File: src/rtl/rv32_multicycle_ctrl.sv
// rv32_multicycle_ctrl: multi-cycle RV32I main control FSM (fetch/decode/exec/mem/wb sequencing)
module rv32_multicycle_ctrl #(
    parameter int MEM_TIMEOUT = 255
) (
    input  logic        clk,
    input  logic        rst,
    input  logic [31:0] instr,
    input  logic        mem_ready,
    input  logic        branch_taken,
    output logic [2:0]  imm_sel,
    output logic        ir_we,
    output logic        pc_we,
    output logic [1:0]  pc_sel,
    output logic        mem_req,
    output logic        mem_we,
    output logic        mem_addr_sel,
    output logic        alu_src_a,
    output logic        alu_src_b,
    output logic [1:0]  alu_op,
    output logic        reg_we,
    output logic [1:0]  wb_sel,
    output logic        retire,
    output logic        trap,
    output logic [1:0]  trap_cause
);
    localparam int CW = (MEM_TIMEOUT < 2) ? 1 : $clog2(MEM_TIMEOUT + 1);
    typedef enum logic [2:0] {IDLE, FETCH, DECODE, EXEC, MEM, WB, TRAP} state_t;
    typedef enum logic [3:0] {C_NONE, C_R, C_I, C_LOAD, C_STORE, C_BR, C_JAL, C_JALR, C_LUI, C_AUIPC} cls_t;
    state_t state, state_n;
    cls_t cls, dec_cls;
    logic [2:0] dec_imm;
    logic [CW-1:0] cnt;
    logic waiting, tmo;
    logic unused;
    assign unused = ^instr[31:12];
    always_comb begin
        case (instr[6:0])
            7'b0110011: dec_cls = C_R;
            7'b0010011: dec_cls = C_I;
            7'b0000011: dec_cls = C_LOAD;
            7'b0100011: dec_cls = C_STORE;
            7'b1100011: dec_cls = C_BR;
            7'b1101111: dec_cls = C_JAL;
            7'b1100111: dec_cls = C_JALR;
            7'b0110111: dec_cls = C_LUI;
            7'b0010111: dec_cls = C_AUIPC;
            default:    dec_cls = C_NONE;
        endcase
    end
    assign dec_imm = (dec_cls == C_I || dec_cls == C_LOAD || dec_cls == C_JALR) ? 3'd0 :
                     dec_cls == C_STORE ? 3'd1 :
                     dec_cls == C_BR ? 3'd2 :
                     dec_cls == C_JAL ? 3'd3 :
                     (dec_cls == C_LUI || dec_cls == C_AUIPC) ? 3'd4 : 3'd0;
    // mem_ready in the last allowed cycle takes priority over the timeout
    assign waiting = (state == FETCH || state == MEM) && !mem_ready;
    assign tmo = waiting && (MEM_TIMEOUT != 0) && (cnt == CW'(MEM_TIMEOUT - 1));
    always_comb begin
        state_n = state;
        case (state)
            IDLE:    state_n = FETCH;
            FETCH:   state_n = mem_ready ? DECODE : tmo ? TRAP : FETCH;
            DECODE:  state_n = (dec_cls == C_NONE) ? TRAP : EXEC;
            EXEC:    state_n = (cls == C_LOAD || cls == C_STORE) ? MEM : (cls == C_BR) ? FETCH : WB;
            MEM:     state_n = mem_ready ? ((cls == C_LOAD) ? WB : FETCH) : tmo ? TRAP : MEM;
            WB:      state_n = FETCH;
            default: state_n = TRAP;
        endcase
    end
    always_comb begin
        ir_we = 1'b0;
        pc_we = 1'b0;
        pc_sel = 2'd0;
        mem_req = 1'b0;
        mem_we = 1'b0;
        mem_addr_sel = 1'b0;
        alu_src_a = 1'b0;
        alu_src_b = 1'b0;
        alu_op = 2'd0;
        reg_we = 1'b0;
        wb_sel = 2'd0;
        retire = 1'b0;
        case (state)
            FETCH: begin
                mem_req = 1'b1;
                ir_we = mem_ready;
            end
            EXEC: begin
                alu_src_b = cls != C_R && cls != C_BR;
                alu_src_a = cls == C_AUIPC;
                alu_op = (cls == C_R || cls == C_I) ? 2'd2 : (cls == C_BR) ? 2'd1 : 2'd0;
                pc_we = cls == C_BR;
                pc_sel = (cls == C_BR) ? {1'b0, branch_taken} : 2'd0;
                retire = cls == C_BR;
            end
            MEM: begin
                mem_req = 1'b1;
                mem_addr_sel = 1'b1;
                mem_we = cls == C_STORE;
                pc_we = cls == C_STORE && mem_ready;
                retire = cls == C_STORE && mem_ready;
            end
            WB: begin
                reg_we = instr[11:7] != 5'd0;
                wb_sel = (cls == C_LOAD) ? 2'd1 : (cls == C_JAL || cls == C_JALR) ? 2'd2 :
                         (cls == C_LUI) ? 2'd3 : 2'd0;
                pc_we = 1'b1;
                pc_sel = (cls == C_JAL) ? 2'd1 : (cls == C_JALR) ? 2'd2 : 2'd0;
                retire = 1'b1;
            end
            default: ;
        endcase
    end
    assign trap = state == TRAP;
    always_ff @(posedge clk or posedge rst) begin
        if (rst) begin
            state <= IDLE;
            cls <= C_NONE;
            imm_sel <= 3'd0;
            cnt <= '0;
            trap_cause <= 2'd0;
        end else begin
            state <= state_n;
            cnt <= waiting ? cnt + 1'b1 : '0;
            if (state == DECODE) begin
                cls <= dec_cls;
                imm_sel <= dec_imm;
            end
            if (state_n == TRAP && state != TRAP)
                trap_cause <= (state == DECODE) ? 2'd1 : 2'd2;
        end
    end
endmodule

File: config.mk
export PLATFORM = sky130hd
export DESIGN_NAME = rv32_multicycle_ctrl
export DESIGN_NICKNAME = d
export VERILOG_FILES = /design/src/rtl/rv32_multicycle_ctrl.sv
export SDC_FILE = /design/constraint.sdc
export NUM_CORES = 1
export LEC_CHECK = 0
export ABC_AREA = 1
export BUFFER_PORTS_ARGS = -buffer_cell sky130_fd_sc_hd__buf_2
export CAP_MARGIN = 25
export CORE_UTILIZATION = 44
export CTS_BUF_LIST = sky130_fd_sc_hd__clkbuf_8
export DETAILED_ROUTE_END_ITERATION = 10
export PLACE_DENSITY = 0.78
export SLEW_MARGIN = 20
export SYNTH_ARGS = -nofsm -noshare
export SYNTH_HDL_FRONTEND = slang
export SYNTH_SLANG_ARGS = --single-unit
File: constraint.sdc
create_clock -name clk -period 1.3 [get_ports clk]
set_clock_uncertainty 0.1 [all_clocks]
set_input_delay 0.13 -clock clk [delete_from_list [all_inputs] [get_ports clk]]
set_output_delay 0.13 -clock clk [all_outputs]
set_load 0.05 [all_outputs]
==> metrics.txt <==
CP startpoint kind flip-flop; TritonCTS Buffers 3; Fin. Hold Viols 0; HP Class in -> reg; max-capacitance violation count 0; Top FF cell, synth dfrtp_1; fillers slightly above 80; count leader, synth nand2_1; die area roughly 3200 µm²; Setup TNS -13190 ps; RD Place Congestion a little under 0.9; Arr. time, crit path a little under 2000 ps; clock sinks 20; via count roughly 1900; first-pass GRT wire length 7.886 mm; failing checks design-rule violations, negative setup slack; PwrDens 2220 nW/µm²; placed insts roughly 300; die width about 57 µm; Routed wire per std cell 20.70 µm; Overflow after GRT 0; Fmax achieved ~0.53 GHz; register area 504.2 µm²; Worst-Margin Slew around 460 ps; Overall Power around 5800 µW; RSZ-0062 raised after global routing yes; fraction of layout cells with a size suffix above 1 roughly 64%; Multi-input gate area about 1000 µm²; Setup violations, final 36; Post-synth top cells 39 x nand2_1, 30 x nor2_1, 26 x inv_1; initial DRC count between 150 and 200; ANT cells 0; Final Max Slew Viols 0; largest net degree at the start of global routing 21; gr usage total between 30% and 40%; Syn. warnings 0; Synth Register Bits 20; status finished, violations left; Setup WS post-layout -583.9 ps; final WL about 6.6 mm; Final Non-Filler Cells around 320; vias in the first global route between 1500 and 2000; register area share after synthesis 37.77%; H-tree depth 1; area leader, netlist dfrtp_1; DP HPWL approximately 2.6 mm; Antenna Nets Post-Route 0; leakage power between 0.001 and 0.0015 µW; CTS tree built; EDFF count, synth 0; Longest Clk Path Bufs 2; Layout Nets around 330; # IOs 57; Die H ~57 µm; Final period util 144.9%; mapped cell area between 1000 and 1500 µm²; starting utilization of the core area between 40% and 50%; Detailed Routing Iterations Pass 1 8; pre-CTS WS -264.4 ps; via density per instance roughly 6; Period minus WS final around 1900 ps; crit end category flip-flop; clock slew at reported path FFs 80 ps; Mapped Cells approximately 190; Clk Tree Root Cell clkbuf_8; ys async rst share 100.0%; Final Core Density around 93%; site row count 19; Synth Net Count 230; distinct cell type count after synthesis 28; P&R area growth vs syn 97.73%; Synth top area share a little under two fifths; clock latency on the worst-skew pair around 260 ps; Crit Path Class reg -> reg; Avg Inst Size Synth roughly 6.9 µm²; PortBufs 36; CP Max Fanout 5; Area contributors post-synth dfrtp_1 38%, nand2_1 11%, nor2_1 8.5%; # DRC 2; initial antenna violation count 0; Core Area 2805 µm²; max_slew headroom around 69%; Peak VDD IR between 0.0015 and 0.002 V; worst endpoint required time 1360 ps
## layout by cell type (no fill, tap or decap), drive strengths merged, types with 3 or more instances in the layout
master,instances
a21oi,4
buf,95
clkbuf,3
dfrtp,20
inv,34
nand2,47
nand3,14
nand4,4
nor2,37
nor3,6
o21ai,11
## power breakdown
part | switching [µW] | internal, µW | total, µW
clock network | 226 | 411 | 637
registers | 197 | 797 | 994
logic | 2440 | 1740 | 4190
total | 2860 | 2950 | 5820
## final timing paths
check / startpoint / end / slack, ps / depth (start not counted)
max in group asynchronous: rst / state[0]$_DFF_PP0_ / 540 / 4
setup reg to reg: state[0]$_DFF_PP0_ / trap_cause[1]$_DFFE_PP0P_ / -580 / 12
setup / recovery: state[0]$_DFF_PP0_ / trap_cause[1]$_DFFE_PP0P_ / -580 / 12
hold / removal: instr[6] / cls[0]$_DFFE_PP0P_ / 160 / 4
min in group asynchronous: rst / cnt[0]$_DFF_PP0_ / 320 / 4
hold reg to reg: imm_sel[1]$_DFFE_PP0P_ / imm_sel[1]$_DFFE_PP0P_ / 400 / 2
## cell type report
type | instances | share of cell area [%]
clock buffers | 3 | 1.576
multi-input cells | 135 | 39.73
well taps | 31 | 1.480
repair buffers | 96 | 31.28
flip-flops and latches | 20 | 19.25
clock inverters | 1 | 1.146
inverters | 35 | 5.540
## per-stage QoR
step	cell area [µm²]	hold slack, ps
2_1_floorplan	1434	-6.170
3_3_place_gp	1926	62.54
3_5_place_dp	1926	69.81
4_1_cts	2345	144.1
5_1_grt	2620	182.1
6_report	2620	164.0
## worst max-delay path, cell delays in order (launching register included)
cell     delay (ps)
dfrtp_2         470
inv_2            80
buf_4           140
buf_6           100
buf_6           120
nand3_4         100
nand2_2          70
nor2_2          110
nand3_2         130
nand2_2         100
inv_2            60
nand3_1         130
nand2_1          70
## state kept, by name, indices dropped and copies added (netlist names)
name and cells:
cls 4, cnt 8, imm_sel 3, state 3, trap_cause 2
## metal layers
layer,GRT usage (%),routed length [µm],vias to the layer above
met5,0,0,-
met4,11.15,423,0
met3,4.378,559,54
met2,56.80,3324,163
met1,39.59,2338,902
li1,-,-,804
## cell families after synthesis
logic type,after synthesis,synth area share (%)
buffers and inverters,37,10.95
XOR/XNOR,1,0.6611
adder cells (fa/ha/maj),2,1.888
AO/OA/AOI/OAI,19,8.216
flip-flops,20,37.77
AND/OR/NAND/NOR,113,40.51
## what timing repair did
action | in CTS | in global routing
endpoints found under the setup margin | 36 | 36
hold endpoints to repair | 20 | 0
buffers inserted | 10 | 14
hold buffers | 1 | 0
pin swaps | 15 | 9
resized for setup | 82 | 56
(Power assumes the default switching activity.)
